--- src/rtl/game_core_if.sv ---
// Button-code input and game-state outputs of game_core.
// The game core is the slave; whatever drives the buttons and reads the state is the master.
interface game_core_if;
   logic [2:0] switch_out;
   logic [1:0] state;
   logic [3:0] player_x;
   logic [3:0] player_y;
   logic [3:0] target_x;
   logic [3:0] target_y;
   logic [7:0] score;
   logic [5:0] time_left;
   logic       hit;

   modport master (
      output switch_out,
      input  state, player_x, player_y, target_x, target_y, score, time_left, hit
   );

   modport slave (
      input  switch_out,
      output state, player_x, player_y, target_x, target_y, score, time_left, hit
   );
endinterface

--- src/rtl/game_core.sv ---
// Grid "catch the target" game: cursor movement from button codes, LFSR target,
// saturating score, per-second countdown and IDLE/PLAY/OVER control.
module game_core #(
   parameter int GRID_W       = 16,
   parameter int GRID_H       = 12,
   parameter int TICK_CYCLES  = 125000000,
   parameter int GAME_SECONDS = 30
) (
   input logic        clk,
   input logic        rst_n,
   game_core_if.slave bus
);

   typedef enum logic [1:0] {
      S_IDLE = 2'd0,
      S_PLAY = 2'd1,
      S_OVER = 2'd2
   } state_t;

   localparam int              TW        = (TICK_CYCLES > 1) ? $clog2(TICK_CYCLES) : 1;
   localparam logic [TW-1:0]   TICK_LAST = TW'(TICK_CYCLES - 1);
   localparam logic [3:0]      X_MAX     = 4'(GRID_W - 1);
   localparam logic [3:0]      Y_MAX     = 4'(GRID_H - 1);
   localparam logic [3:0]      X_MID     = 4'(GRID_W / 2);
   localparam logic [3:0]      Y_MID     = 4'(GRID_H / 2);
   localparam logic [3:0]      X_SPAN    = 4'(GRID_W);
   localparam logic [3:0]      Y_SPAN    = 4'(GRID_H);
   localparam logic [4:0]      X_SPAN5   = 5'(GRID_W);
   localparam logic [4:0]      Y_SPAN5   = 5'(GRID_H);
   localparam logic [5:0]      SECS      = 6'(GAME_SECONDS);
   localparam logic [15:0]     LFSR_SEED = 16'hACE1;

   state_t        state_q, state_d;
   logic [3:0]    px_q, px_d;
   logic [3:0]    py_q, py_d;
   logic [3:0]    tx_q, tx_d;
   logic [3:0]    ty_q, ty_d;
   logic [7:0]    score_q, score_d;
   logic [5:0]    time_q, time_d;
   logic          hit_q, hit_d;
   logic [2:0]    sw_prev_q, sw_prev_d;
   logic [TW-1:0] tick_q, tick_d;
   logic [15:0]   lfsr_q, lfsr_d;

   logic       evt;
   logic [3:0] move_x, move_y;
   logic [3:0] avoid_x, avoid_y;
   logic [3:0] nt_x, nt_y;
   logic       on_target;

   // A code counts once, on the cycle it first appears; 0 and 5..7 never count.
   always_comb begin
      evt = (bus.switch_out >= 3'd1) && (bus.switch_out <= 3'd4)
            && (bus.switch_out != sw_prev_q);
   end

   always_comb begin
      move_x = px_q;
      move_y = py_q;
      if (evt) begin
         case (bus.switch_out)
            3'd1: if (py_q != 4'd0)  move_y = py_q - 4'd1;
            3'd2: if (py_q != Y_MAX) move_y = py_q + 4'd1;
            3'd3: if (px_q != 4'd0)  move_x = px_q - 4'd1;
            3'd4: if (px_q != X_MAX) move_x = px_q + 4'd1;
            default: ;
         endcase
      end
   end

   // A fresh target must not sit on the cell the player occupies after this edge.
   always_comb begin
      avoid_x = (state_q == S_IDLE) ? X_MID : move_x;
      avoid_y = (state_q == S_IDLE) ? Y_MID : move_y;

      nt_x = lfsr_q[3:0];
      if ({1'b0, lfsr_q[3:0]} >= X_SPAN5) nt_x = lfsr_q[3:0] - X_SPAN;
      nt_y = lfsr_q[11:8];
      if ({1'b0, lfsr_q[11:8]} >= Y_SPAN5) nt_y = lfsr_q[11:8] - Y_SPAN;

      if ((nt_x == avoid_x) && (nt_y == avoid_y)) begin
         nt_x = (nt_x == X_MAX) ? 4'd0 : nt_x + 4'd1;
      end
   end

   always_comb begin
      on_target = (px_q == tx_q) && (py_q == ty_q);
      lfsr_d    = {lfsr_q[14:0], lfsr_q[15] ^ lfsr_q[13] ^ lfsr_q[12] ^ lfsr_q[10]};
      sw_prev_d = bus.switch_out;
   end

   always_comb begin
      state_d = state_q;
      px_d    = px_q;
      py_d    = py_q;
      tx_d    = tx_q;
      ty_d    = ty_q;
      score_d = score_q;
      time_d  = time_q;
      tick_d  = tick_q;
      hit_d   = 1'b0;

      case (state_q)
         S_IDLE: begin
            if (evt) begin
               state_d = S_PLAY;
               px_d    = X_MID;
               py_d    = Y_MID;
               score_d = 8'd0;
               time_d  = SECS;
               tick_d  = '0;
               tx_d    = nt_x;
               ty_d    = nt_y;
            end
         end

         S_PLAY: begin
            px_d = move_x;
            py_d = move_y;
            if (on_target) begin
               score_d = (score_q == 8'hFF) ? score_q : score_q + 8'd1;
               hit_d   = 1'b1;
               tx_d    = nt_x;
               ty_d    = nt_y;
            end
            // Expiry and a capture can land on the same edge; both are kept.
            if (tick_q == TICK_LAST) begin
               tick_d = '0;
               time_d = time_q - 6'd1;
               if (time_q == 6'd1) state_d = S_OVER;
            end else begin
               tick_d = tick_q + TW'(1);
            end
         end

         S_OVER: begin
            tick_d = '0;
            if (evt) state_d = S_IDLE;
         end

         default: state_d = S_IDLE;
      endcase
   end

   always_ff @(posedge clk or negedge rst_n) begin
      if (!rst_n) begin
         state_q   <= S_IDLE;
         px_q      <= X_MID;
         py_q      <= Y_MID;
         tx_q      <= 4'd0;
         ty_q      <= 4'd0;
         score_q   <= 8'd0;
         time_q    <= SECS;
         hit_q     <= 1'b0;
         sw_prev_q <= 3'd0;
         tick_q    <= '0;
         lfsr_q    <= LFSR_SEED;
      end else begin
         state_q   <= state_d;
         px_q      <= px_d;
         py_q      <= py_d;
         tx_q      <= tx_d;
         ty_q      <= ty_d;
         score_q   <= score_d;
         time_q    <= time_d;
         hit_q     <= hit_d;
         sw_prev_q <= sw_prev_d;
         tick_q    <= tick_d;
         lfsr_q    <= lfsr_d;
      end
   end

   assign bus.state     = state_q;
   assign bus.player_x  = px_q;
   assign bus.player_y  = py_q;
   assign bus.target_x  = tx_q;
   assign bus.target_y  = ty_q;
   assign bus.score     = score_q;
   assign bus.time_left = time_q;
   assign bus.hit       = hit_q;

endmodule
--- src/flat_wrapper.sv ---
// flat-port wrapper written by rule: the top's interface ports become plain ports
module game_core_flat 
#(
   parameter int GRID_W       = 16,
   parameter int GRID_H       = 12,
   parameter int TICK_CYCLES  = 125000000,
   parameter int GAME_SECONDS = 30
)
  (clk, rst_n, bus_switch_out, bus_state, bus_player_x, bus_player_y, bus_target_x, bus_target_y, bus_score, bus_time_left, bus_hit);
  game_core_if bus_i ();
  input logic clk;
  input logic rst_n;
  input wire logic [$bits(bus_i.switch_out)-1:0] bus_switch_out;
  output wire logic [$bits(bus_i.state)-1:0] bus_state;
  output wire logic [$bits(bus_i.player_x)-1:0] bus_player_x;
  output wire logic [$bits(bus_i.player_y)-1:0] bus_player_y;
  output wire logic [$bits(bus_i.target_x)-1:0] bus_target_x;
  output wire logic [$bits(bus_i.target_y)-1:0] bus_target_y;
  output wire logic [$bits(bus_i.score)-1:0] bus_score;
  output wire logic [$bits(bus_i.time_left)-1:0] bus_time_left;
  output wire logic [$bits(bus_i.hit)-1:0] bus_hit;
  assign bus_i.switch_out = bus_switch_out;
  assign bus_state = bus_i.state;
  assign bus_player_x = bus_i.player_x;
  assign bus_player_y = bus_i.player_y;
  assign bus_target_x = bus_i.target_x;
  assign bus_target_y = bus_i.target_y;
  assign bus_score = bus_i.score;
  assign bus_time_left = bus_i.time_left;
  assign bus_hit = bus_i.hit;
  game_core #(.GRID_W(GRID_W), .GRID_H(GRID_H), .TICK_CYCLES(TICK_CYCLES), .GAME_SECONDS(GAME_SECONDS)) u_core (.clk(clk), .rst_n(rst_n), .bus(bus_i));
endmodule
--- config.mk ---
export PLATFORM = sky130hd
export DESIGN_NAME = game_core_flat
export DESIGN_NICKNAME = d
export VERILOG_FILES = /design/src/rtl/game_core_if.sv /design/src/rtl/game_core.sv /design/src/flat_wrapper.sv
export SDC_FILE = /design/constraint.sdc
export NUM_CORES = 1
export LEC_CHECK = 0
export BUFFER_PORTS_ARGS = -buffer_cell sky130_fd_sc_hd__buf_2
export CORE_UTILIZATION = 54
export DETAILED_ROUTE_END_ITERATION = 6
export PLACE_DENSITY_LB_ADDON = 0.2
export SYNTH_ARGS = -nofsm -noshare
export SYNTH_HDL_FRONTEND = slang
export SYNTH_SLANG_ARGS = --single-unit
--- constraint.sdc ---
create_clock -name clk -period 3.25 [get_ports clk]
set_input_delay 0.65 -clock clk [delete_from_list [all_inputs] [get_ports clk]]
set_output_delay 0.65 -clock clk [all_outputs]
set_load 0.01 [all_outputs]
## Word level (Yosys, flattened, before mapping)

Cells that the tools add are included.

| storage, ports and cells | value |
|---|---|
| flip-flop bits (word level) | 79 |
| logic and storage cells | 104 |
| bits of input ports | 5 |
| output and inout port bits | 33 |

| cells by class | value |
|---|---|
| muxes and demuxes | 40 |
| reduce and logical (&&, ||, !) cells | 15 |
| add/sub/neg operators | 9 |
| eq/ne operators | 23 |
| bitwise gates (word level) | 3 |
| magnitude comparators | 3 |

Operators by type and width:

| cell | number |
|---|---|
| $pmux W27 S3 | 1 |
| $mux W4 | 17 |
| $mux W27 | 2 |
| $pmux W4 S2 | 6 |
| $add A27 B1 Y27 const B | 1 |
| $eq A27 B27 Y1 const B | 1 |
| $mux W8 | 3 |
| $eq A4 B4 Y1 | 4 |
| $pmux W8 S2 | 1 |
| $add A4 B1 Y4 const B | 3 |
| $mux W6 | 2 |
| $pmux W6 S2 | 1 |
| $ne A2 B1 Y1 const B | 5 |
| $add A8 B1 Y8 const B | 1 |
| $eq A8 B8 Y1 const B | 1 |
| $mux W2 | 4 |
| $ne A4 B4 Y1 const B | 2 |
| $reduce_and A4 Y1 | 2 |
| $reduce_bool A4 Y1 | 2 |
| $sub A4 B1 Y4 const B | 2 |
| $eq A3 B2 Y1 const B | 2 |
| $eq A6 B1 Y1 const B | 1 |
| $pmux W2 S3 | 1 |
| $reduce_and A3 Y1 | 2 |
| other kinds (19) | 26 |

## Logic depth before layout (Yosys ltp)

Gate-level depths: netlist of run 1.

| depth | value |
|---|---|
| depth in word-level cells | 10 |
| depth in mapped cells | 12 |

## Worst setup path before layout of run 1

Ideal clock, no wire load.

| timing path | value |
|---|---|
| kind | input to register |
| start | input port bus_switch_out[2] |
| end | register u_core.tx_q[1] (netlist: u_core.bus.target_x[1]) |
| setup time | 0.125 ns |
| cell stages on the path | 9 |
| path slack | 0.052 ns |
| arrival | 3.073 ns |
| data required time | 3.125 ns |
| cells stage by stage | buf_4 or3b_1 o22a_4 a22o_1 or4b_1 o211ai_2 nand4_4 mux2_4 mux2_2 |

| between the ends | value |
|---|---|
| longest elaborated chain between the ends | 10 |
| elaborated cells on any way between the ends | 24 |

RTL lines:

| element | RTL line | RTL |
|---|---|---|
| from (decl) | flat_wrapper.sv:13 | `input wire logic [$bits(bus_i.switch_out)-1:0] bus_switch_out;` |
| $ge A3 B1 Y1 or $le A3 B3 Y1 (tied branches) | game_core.sv:53 | `evt = (bus.switch_out >= 3'd1) && (bus.switch_out <= 3'd4)` |
| $logic_and A1 B1 Y1 | game_core.sv:53 |  |
| $logic_and A1 B1 Y1 | game_core.sv:54 | `&& (bus.switch_out != sw_prev_q);` |
| $mux W4 | game_core.sv:60 | `if (evt) begin` |
| $mux W4, on equally long branches | game_core.sv:73, game_core.sv:74 |  |
| $eq A4 B4 Y1 | game_core.sv:81 | `if ((nt_x == avoid_x) && (nt_y == avoid_y)) begin` |
| $logic_and A1 B1 Y1 | game_core.sv:81 |  |
| $mux W4 | game_core.sv:81 |  |
| $mux W4, on equally long branches | game_core.sv:120, game_core.sv:105 |  |
| $pmux W4 S2 | game_core.sv:103 | `case (state_q)` |
| to (signal assigned) | game_core.sv:162 | `tx_q <= tx_d;` |
| to (decl) | game_core.sv:36 | `logic [3:0] tx_q, tx_d;` |

Parallel ways exist; a longest one is shown, timed or not. The select of a mux whose other input is x is not followed.
A chain may end at the register's enable or synchronous reset.

## Final worst setup path of run 1

| timing path | value |
|---|---|
| start | register u_core.py_q[1] (netlist: u_core.bus.player_y[1]) |
| end | register u_core.tx_q[1] (netlist: u_core.bus.target_x[1]) |

| between the ends | value |
|---|---|
| longest elaborated chain between the ends | 10 |
| elaborated cells on any way between the ends | 19 |

RTL lines:

| element | RTL line | RTL |
|---|---|---|
| from (decl) | game_core.sv:35 | `logic [3:0] py_q, py_d;` |
| from (signal assigned) | game_core.sv:161 | `py_q <= py_d;` |
| $add A4 B1 Y4, or another cell as far along | game_core.sv:63 | `3'd2: if (py_q != Y_MAX) move_y = py_q + 4'd1;` |
| $mux W4, on equally long branches | game_core.sv:63, game_core.sv:62 |  |
| $pmux W4 S2 | game_core.sv:61 | `case (bus.switch_out)` |
| $mux W4 | game_core.sv:60 |  |
| $mux W4 | game_core.sv:74 | `avoid_y = (state_q == S_IDLE) ? Y_MID : move_y;` |
| $eq A4 B4 Y1 | game_core.sv:81 |  |
| $logic_and A1 B1 Y1 | game_core.sv:81 |  |
| $mux W4 | game_core.sv:81 |  |
| $mux W4, on equally long branches | game_core.sv:120, game_core.sv:105 |  |
| $pmux W4 S2 | game_core.sv:103 |  |

Parallel ways exist; a longest one is shown, timed or not. The select of a mux whose other input is x is not followed.

==> impl_metrics.env, run 1 <==
export IMPL_status="finished clean"
export IMPL_dieArea_um2=8760
export IMPL_grt_total_usage_pct=25.4
export IMPL_finalClockSkew_ns=0.0124
export IMPL_ff_latch_area_um2=2000
export IMPL_dr_pass1_iters=4
export IMPL_drt_total_wl_um=10100
export IMPL_power_mw=3.31
export IMPL_leakage_nw=2.26
export IMPL_post_drt_wl_per_cell_um=15.7
export IMPL_synth_nets=489
export IMPL_die_h_um=93.6
export IMPL_ys_flop_type="dfrtp_1"
export IMPL_start_util_pct=55.4
export IMPL_clk_latency_ns=0.36
export IMPL_grt_pass1_vias=3654
export IMPL_via_count=3755
export IMPL_netlist_instances=475
export IMPL_cp_cell_sequence="ha_1 -> nand3b_1 -> nor2b_1 -> a221o_1 -> a22o_1 -> or4b_1 -> o211ai_2 -> nand4_4 -> mux2_4 -> mux2_2"
export IMPL_antenna_cells=0
export IMPL_syn_avg_cell_area_um2=9.54
export IMPL_cts_tree="done"
export IMPL_gp_congestion=0.869
export IMPL_powerDensity_nw_per_um2=639
export IMPL_via_per_inst=5.82
export IMPL_cts_hold_repair_buffers=0
export IMPL_grt_max_degree=80
export IMPL_synthAdderAreaFrac_pct=2.48
export IMPL_root_buffer="clkbuf_8"
export IMPL_timing_fmax_ghz=0.319
export IMPL_ios=38
export IMPL_dpl_hpwl_um=7220
export IMPL_synth_top_family_by_area="simple AND/OR/NAND/NOR gates"
export IMPL_setup_violations=0
export IMPL_drc=0
export IMPL_ant_nets=0
export IMPL_crit_slowest_cell="dfstp_2"
export IMPL_ir_drop_uv=442
export IMPL_synthTopCellsByArea="dfrtp_1 (35%), dfstp_2 (8.7%), nor2_1 (4.2%)"
export IMPL_ys_types=73
export IMPL_hold_viol=0
export IMPL_drv_slew=0
export IMPL_cpLargestDelayFamily="simple AND/OR/NAND/NOR gates"
export IMPL_critPathMaxFanout=7
export IMPL_htreeDepth=3
export IMPL_worst_setup_path_start_kind="register"
export IMPL_post_dp_cell_area_um2=4980
export IMPL_syn_area_um2=4530
export IMPL_cts_inserted_buffers=9
export IMPL_fin_area_um2=5180
export IMPL_hold_path_class="register to register"
export IMPL_grt_pass1_wl_um=17300
export IMPL_area_growth_pct=14.2
export IMPL_synth_edf_count=0
export IMPL_io_buffers=37
export IMPL_critical_path_class="register to register"
export IMPL_drv_cap=0
export IMPL_synthSimpleGateAreaFrac_pct=24.7
export IMPL_die_w_um=93.6
export IMPL_synth_xor_area_share_pct=7.07
export IMPL_multi_input_area_um2=2380
export IMPL_async_flop_share_pct=100
export IMPL_core_area_um2=8180
export IMPL_nets=549
export IMPL_cp_end_kind="register"
export IMPL_synth_top_area_share_pct=35.3
export IMPL_cp_buffers_inverters=0
export IMPL_synth_top_cell_by_area="dfrtp_1"
export IMPL_rows=33
export IMPL_slew_headroom_pct=33.0
export IMPL_critPathMaxStageDelay_ns=0.60
export IMPL_rsz0062_at_grt="no"
export IMPL_final_util_pct=63.3
export IMPL_period_share_pct=96.6
export IMPL_drive_gt1_share_pct=23.5
export IMPL_nFillCells=704
export IMPL_period_minus_slack_ns=3.14
export IMPL_cp_required_ns=3.50
export IMPL_worst_slew_pin_slew_ns=1.00
export IMPL_tns_ns=0
export IMPL_cts_buffer_depth=2
export IMPL_synth_mux_area_share_pct=2.46
export IMPL_synth_seq_cells=79
export IMPL_drt_iter0_drc=244
export IMPL_antenna_found_initial=0
export IMPL_arrival_ns=3.39
export IMPL_grt_overflow=0
export IMPL_synth_compound_area_share_pct=15.8
export IMPL_clock_sinks=79
export IMPL_ys_seq_area_share_pct=44.0
export IMPL_yosysWarnings=0
export IMPL_clk_pin_slew_ns=0.09
## area by class of cell
type,instances,share of cell area [%]
Timing Repair Buffer,70,8.41
Clock buffer,12,2.80
Inverter,15,1.09
Clock inverter,4,0.580
Tap cell,105,2.54
Sequential cell,79,38.6
Multi-Input combinational cell,360,46.0
## what timing repair did
item,4_1_cts,5_1_grt
gates resized for setup,0,1
endpoints found under the setup margin,0,2
buffers inserted,0,2
## worst paths after layout
| check | start | end | slack (ns) | depth (start not counted) |
|---|---|---|---|---|
| max in group asynchronous | rst_n | u_core.lfsr_q[12] | 2.15 | 1 |
| hold reg to reg | u_core.lfsr_q[6] | u_core.lfsr_q[7] | 0.36 | 0 |
| hold / removal | u_core.lfsr_q[6] | u_core.lfsr_q[7] | 0.36 | 0 |
| setup reg to reg | u_core.bus.player_y[1] | u_core.bus.target_x[1] | 0.11 | 10 |
| setup / recovery | u_core.bus.player_y[1] | u_core.bus.target_x[1] | 0.11 | 10 |
| min in group asynchronous | rst_n | u_core.sw_prev_q[2] | 0.43 | 1 |
## cells in the final DEF (no fill, tap or decap), types with 4 or more instances in the layout
cell type	netlist	routed
dfrtp_1	64	64
nor2_1	51	51
buf_2	2	36
nand2_1	34	34
o21ai_0	34	34
buf_4	1	34
xnor2_1	20	20
nand3_1	19	19
inv_1	15	15
dfstp_2	15	15
xor2_1	14	14
nor3_1	14	14
a21oi_1	14	14
nand2b_1	10	10
clkbuf_8	0	10
nand4_1	9	9
nor2b_1	9	9
ha_1	9	9
nor3b_1	8	8
and3_1	8	8
a31oi_1	8	8
nand3b_1	6	6
or2_2	5	5
o22ai_1	5	5
mux2_2	5	5
nor4_1	4	4
a22o_1	4	4
or4_1	4	4
and4_1	4	4
o31ai_1	4	4
mux2i_1	4	4
## stage by stage
step | hold slack (ns) | worst slack, ns | cells
floorplan | 0.333 | 0.0520 | 475
global placement | 0.335 | 0.0241 | 627
detailed placement | 0.346 | -0.0737 | 627
CTS | 0.360 | 0.0881 | 643
global route | 0.361 | 0.0209 | 645
finish | 0.359 | 0.110 | 645
## sequential cells by signal, summed over array words and instances, names as in the netlist
| name | count |
|---|---|
| u_core.bus.target_y | 4 |
| u_core.bus.target_x | 4 |
| u_core.bus.hit | 1 |
| u_core.sw_prev_q | 3 |
| u_core.bus.player_x | 4 |
| u_core.bus.state | 2 |
| u_core.bus.score | 8 |
| u_core.bus.time_left | 6 |
| u_core.bus.player_y | 4 |
| u_core.tick_q | 27 |
| u_core.lfsr_q | 16 |
## kinds of logic after synthesis
family / Yosys count
flip-flops: 79
multiplexers: 10
buffers and inverters: 36
AO/OA/AOI/OAI: 103
adder cells (fa/ha/maj): 9
XOR/XNOR: 35
AND/OR/NAND/NOR: 203
## power breakdown
| group | internal [mW] | switching [mW] |
|---|---|---|
| clock | 0.302 | 0.379 |
| combinational | 0.593 | 0.734 |
| sequential | 1.14 | 0.162 |
## cell usage after synthesis (all sizes together) (3+ instances only)
cell type  count
a21o           3
a21oi         14
a22o           4
a31oi          8
and3           8
and4           4
buf            5
clkbuf        16
dfrtp         64
dfstp         15
ha             9
inv           15
mux2           6
mux2i          4
nand2         34
nand2b        10
nand3         19
nand3b         6
nand4         10
nor2          51
nor2b          9
nor3          15
nor3b          8
nor4           4
o2111ai        3
o21ai         35
o22ai          6
o31ai          4
or2            5
or3b           6
or4            4
xnor2         20
xor2          14
## metal layers
layer	vias to the layer above	GRT usage, %	wire [um]	share of wire, %
li1	1830	-	-	-
met1	1827	33.9	4780	47
met2	80	41.6	4820	48
met3	18	5.37	384	3.8
met4	0	7.95	163	1.6
met5	-	0	0	0
Power figures use the tool's default switching activity.
==> inputs of run 2 (changes only) <==
--- a/config.mk
+++ b/config.mk
@@ -6,7 +6,7 @@
 export NUM_CORES = 1
 export LEC_CHECK = 0
 export BUFFER_PORTS_ARGS = -buffer_cell sky130_fd_sc_hd__buf_2
-export CORE_UTILIZATION = 54
+export CORE_UTILIZATION = 40
 export DETAILED_ROUTE_END_ITERATION = 6
 export PLACE_DENSITY_LB_ADDON = 0.2
 export SYNTH_ARGS = -nofsm -noshare
==> impl_metrics.env, run 2 (same netlist as run 1, synthesis figures left out) <==
export IMPL_largest_reg_flops=27
export IMPL_power_mw=3.88
export IMPL_post_drt_wl_per_cell_um=15.3
export IMPL_multi_input_area_um2=2390
export IMPL_hold_viol=0
export IMPL_timing_rr_start="u_core.bus.player_y[1]"
export IMPL_cp_cell_sequence="inv_1 -> ha_1 -> or3b_2 -> o22ai_1 -> a221o_1 -> a22o_1 -> or4b_1 -> o211ai_2 -> nand4_4 -> mux2_4 -> mux2_2"
export IMPL_via_per_inst=5.51
export IMPL_rsz0062_at_grt="no"
export IMPL_r2r_end="u_core.bus.target_x[1]"
export IMPL_switching_share_pct=33.8
export IMPL_holdWs_ns=0.353
export IMPL_seqPwrFrac_pct=33.7
export IMPL_dr_pass1_iters=4
export IMPL_worst_setup_path_start_kind="register"
export IMPL_nets=548
export IMPL_slew_headroom_pct=33.9
export IMPL_grt_pass1_vias=3563
export IMPL_power_frac_comb_pct=34.4
export IMPL_status="finished clean"
export IMPL_start_util_pct=41.5
export IMPL_cp_end_kind="register"
export IMPL_endpoint="u_core.bus.target_x[1]"
export IMPL_gp_congestion=0.825
export IMPL_critPathMaxFanout=6
export IMPL_hold_path_class="register to register"
export IMPL_drv_slew=0
export IMPL_drv_cap=0
export IMPL_grt_total_usage_pct=18.9
export IMPL_instances_no_fill=679
export IMPL_drt_total_wl_um=10400
export IMPL_p_int_mw=2.57
export IMPL_via_count=3739
export IMPL_worstSetupStartpoint="u_core.bus.player_y[1]"
export IMPL_power_share_clock_pct=31.9
export IMPL_powerDensity_nw_per_um2=717
export IMPL_layout_commonest_cell="dfrtp_1"
export IMPL_finalClockSkew_ns=0.00983
export IMPL_antenna_cells=0
export IMPL_period_share_pct=95.2
export IMPL_regMostFlops="u_core.tick_q"
export IMPL_grt_pass1_wl_um=17500
export IMPL_clk_pin_slew_ns=0.06
export IMPL_dpl_hpwl_um=7510
export IMPL_grt_overflow=0
export IMPL_cp_required_ns=3.47
export IMPL_root_buffer="clkbuf_16"
export IMPL_tns_ns=0
export IMPL_period_minus_slack_ns=3.09
export IMPL_leakage_nw=2.35
export IMPL_ir_drop_uv=354
export IMPL_worst_slew_pin_slew_ns=0.991
export IMPL_critPathMaxStageDelay_ns=0.58
export IMPL_setup_violations=0
export IMPL_timing_fmax_ghz=0.323
export IMPL_clk_latency_ns=0.34
export IMPL_drt_iter0_drc=174
export IMPL_cts_tree="done"
export IMPL_drc=0
export IMPL_reg2reg_depth=11
export IMPL_area_growth_pct=19.3
export IMPL_rrSetupSlack_ns=0.16
export IMPL_ios=38
export IMPL_drive_gt1_share_pct=23.9
export IMPL_dieArea_um2=11800
export IMPL_io_buffers=37
export IMPL_cts_inserted_buffers=9
export IMPL_grt_max_degree=80
export IMPL_nFillCells=1042
export IMPL_rows=38
export IMPL_crit_slowest_cell="dfstp_2"
export IMPL_htreeDepth=3
export IMPL_arrival_ns=3.32
export IMPL_dp_cells=661
export IMPL_cts_buffer_depth=2
export IMPL_critical_path_class="register to register"
export IMPL_final_cell_mix="dfrtp_1 (64), nor2_1 (51), buf_2 (36)"
export IMPL_antenna_found_initial=0
export IMPL_cts_hold_repair_buffers=0
export IMPL_core_area_um2=10900
export IMPL_netSwitchingPower_mw=1.31
export IMPL_ff_latch_area_um2=2000
export IMPL_die_w_um=108
export IMPL_die_h_um=108
export IMPL_ant_nets=0
export IMPL_clock_sinks=79
## run 2: cell types whose count changed in the layout (fill, tap and decap cells not counted), sizes merged
cell      previous run  this run
buf                 70        69
bufinv               0         4
clkbuf              12         9
clkinvlp             1         0
## run 2: power by group through the flow
stage,clock (mW),combinational [mW],sequential (mW)
detailed placement,0,1.31,1.33
global placement,0,1.28,1.32
finish,1.24,1.33,1.31
CTS,1.27,1.31,1.31
floorplan,0,0.847,1.31
global route,1.31,1.48,1.33
## run 2: worst max-delay path: cells and delay by family, from the launching register on
family	cells	cell delay, ns
simple gates	3	0.85
compound gates	4	0.68
flops	1	0.58
mux	2	0.57
fa+ha+maj	1	0.20
buf+inv	1	0.09
## run 2: repair_timing
item,CTS,global route
gates resized for setup,0,1
setup buffers,0,2
endpoints found under the setup margin,0,1
## run 2: metrics by stage
step / area [um^2] / setup slack, ns / utilization [%]
after detailed placement: 5020 / -0.0294 / 45.9
after global routing: 5410 / 0.0557 / 49.5
final: 5410 / 0.156 / 49.5
after CTS: 5390 / 0.0963 / 49.3
after floorplan: 4530 / 0.0520 / -
after global placement: 5020 / 0.0304 / 45.9
## run 2: metal layers
| metal | share of wire (%) | track usage [%] | up-vias |
|---|---|---|---|
| met2 | 46 | 30.4 | 78 |
| met4 | 1.5 | 5.89 | 0 |
| met1 | 48 | 25.4 | 1810 |
| met5 | 0 | 0 | - |
| met3 | 4.5 | 4.16 | 13 |
| li1 | - | - | 1838 |
## run 2: how the worst min path moves through the flow
stage / start / to / slack [ns] / cells past startpoint
after floorplan: u_core.lfsr_q[14] / u_core.lfsr_q[15] / 0.33 / 0
after global placement: u_core.lfsr_q[4] / u_core.lfsr_q[5] / 0.33 / 0
after detailed placement: u_core.lfsr_q[14] / u_core.lfsr_q[15] / 0.34 / 0
after CTS: u_core.lfsr_q[4] / u_core.lfsr_q[5] / 0.35 / 0
after global routing: u_core.lfsr_q[14] / u_core.lfsr_q[15] / 0.36 / 0
final: u_core.lfsr_q[14] / u_core.lfsr_q[15] / 0.35 / 0
## run 2: cell type report
type,count,area share [%]
multi-input cells,360,44.1
flip-flops and latches,79,36.9
clock buffers,9,4.16
inverters,15,1.04
clock inverters,7,2.64
repair buffers,69,7.91
well taps,140,3.24
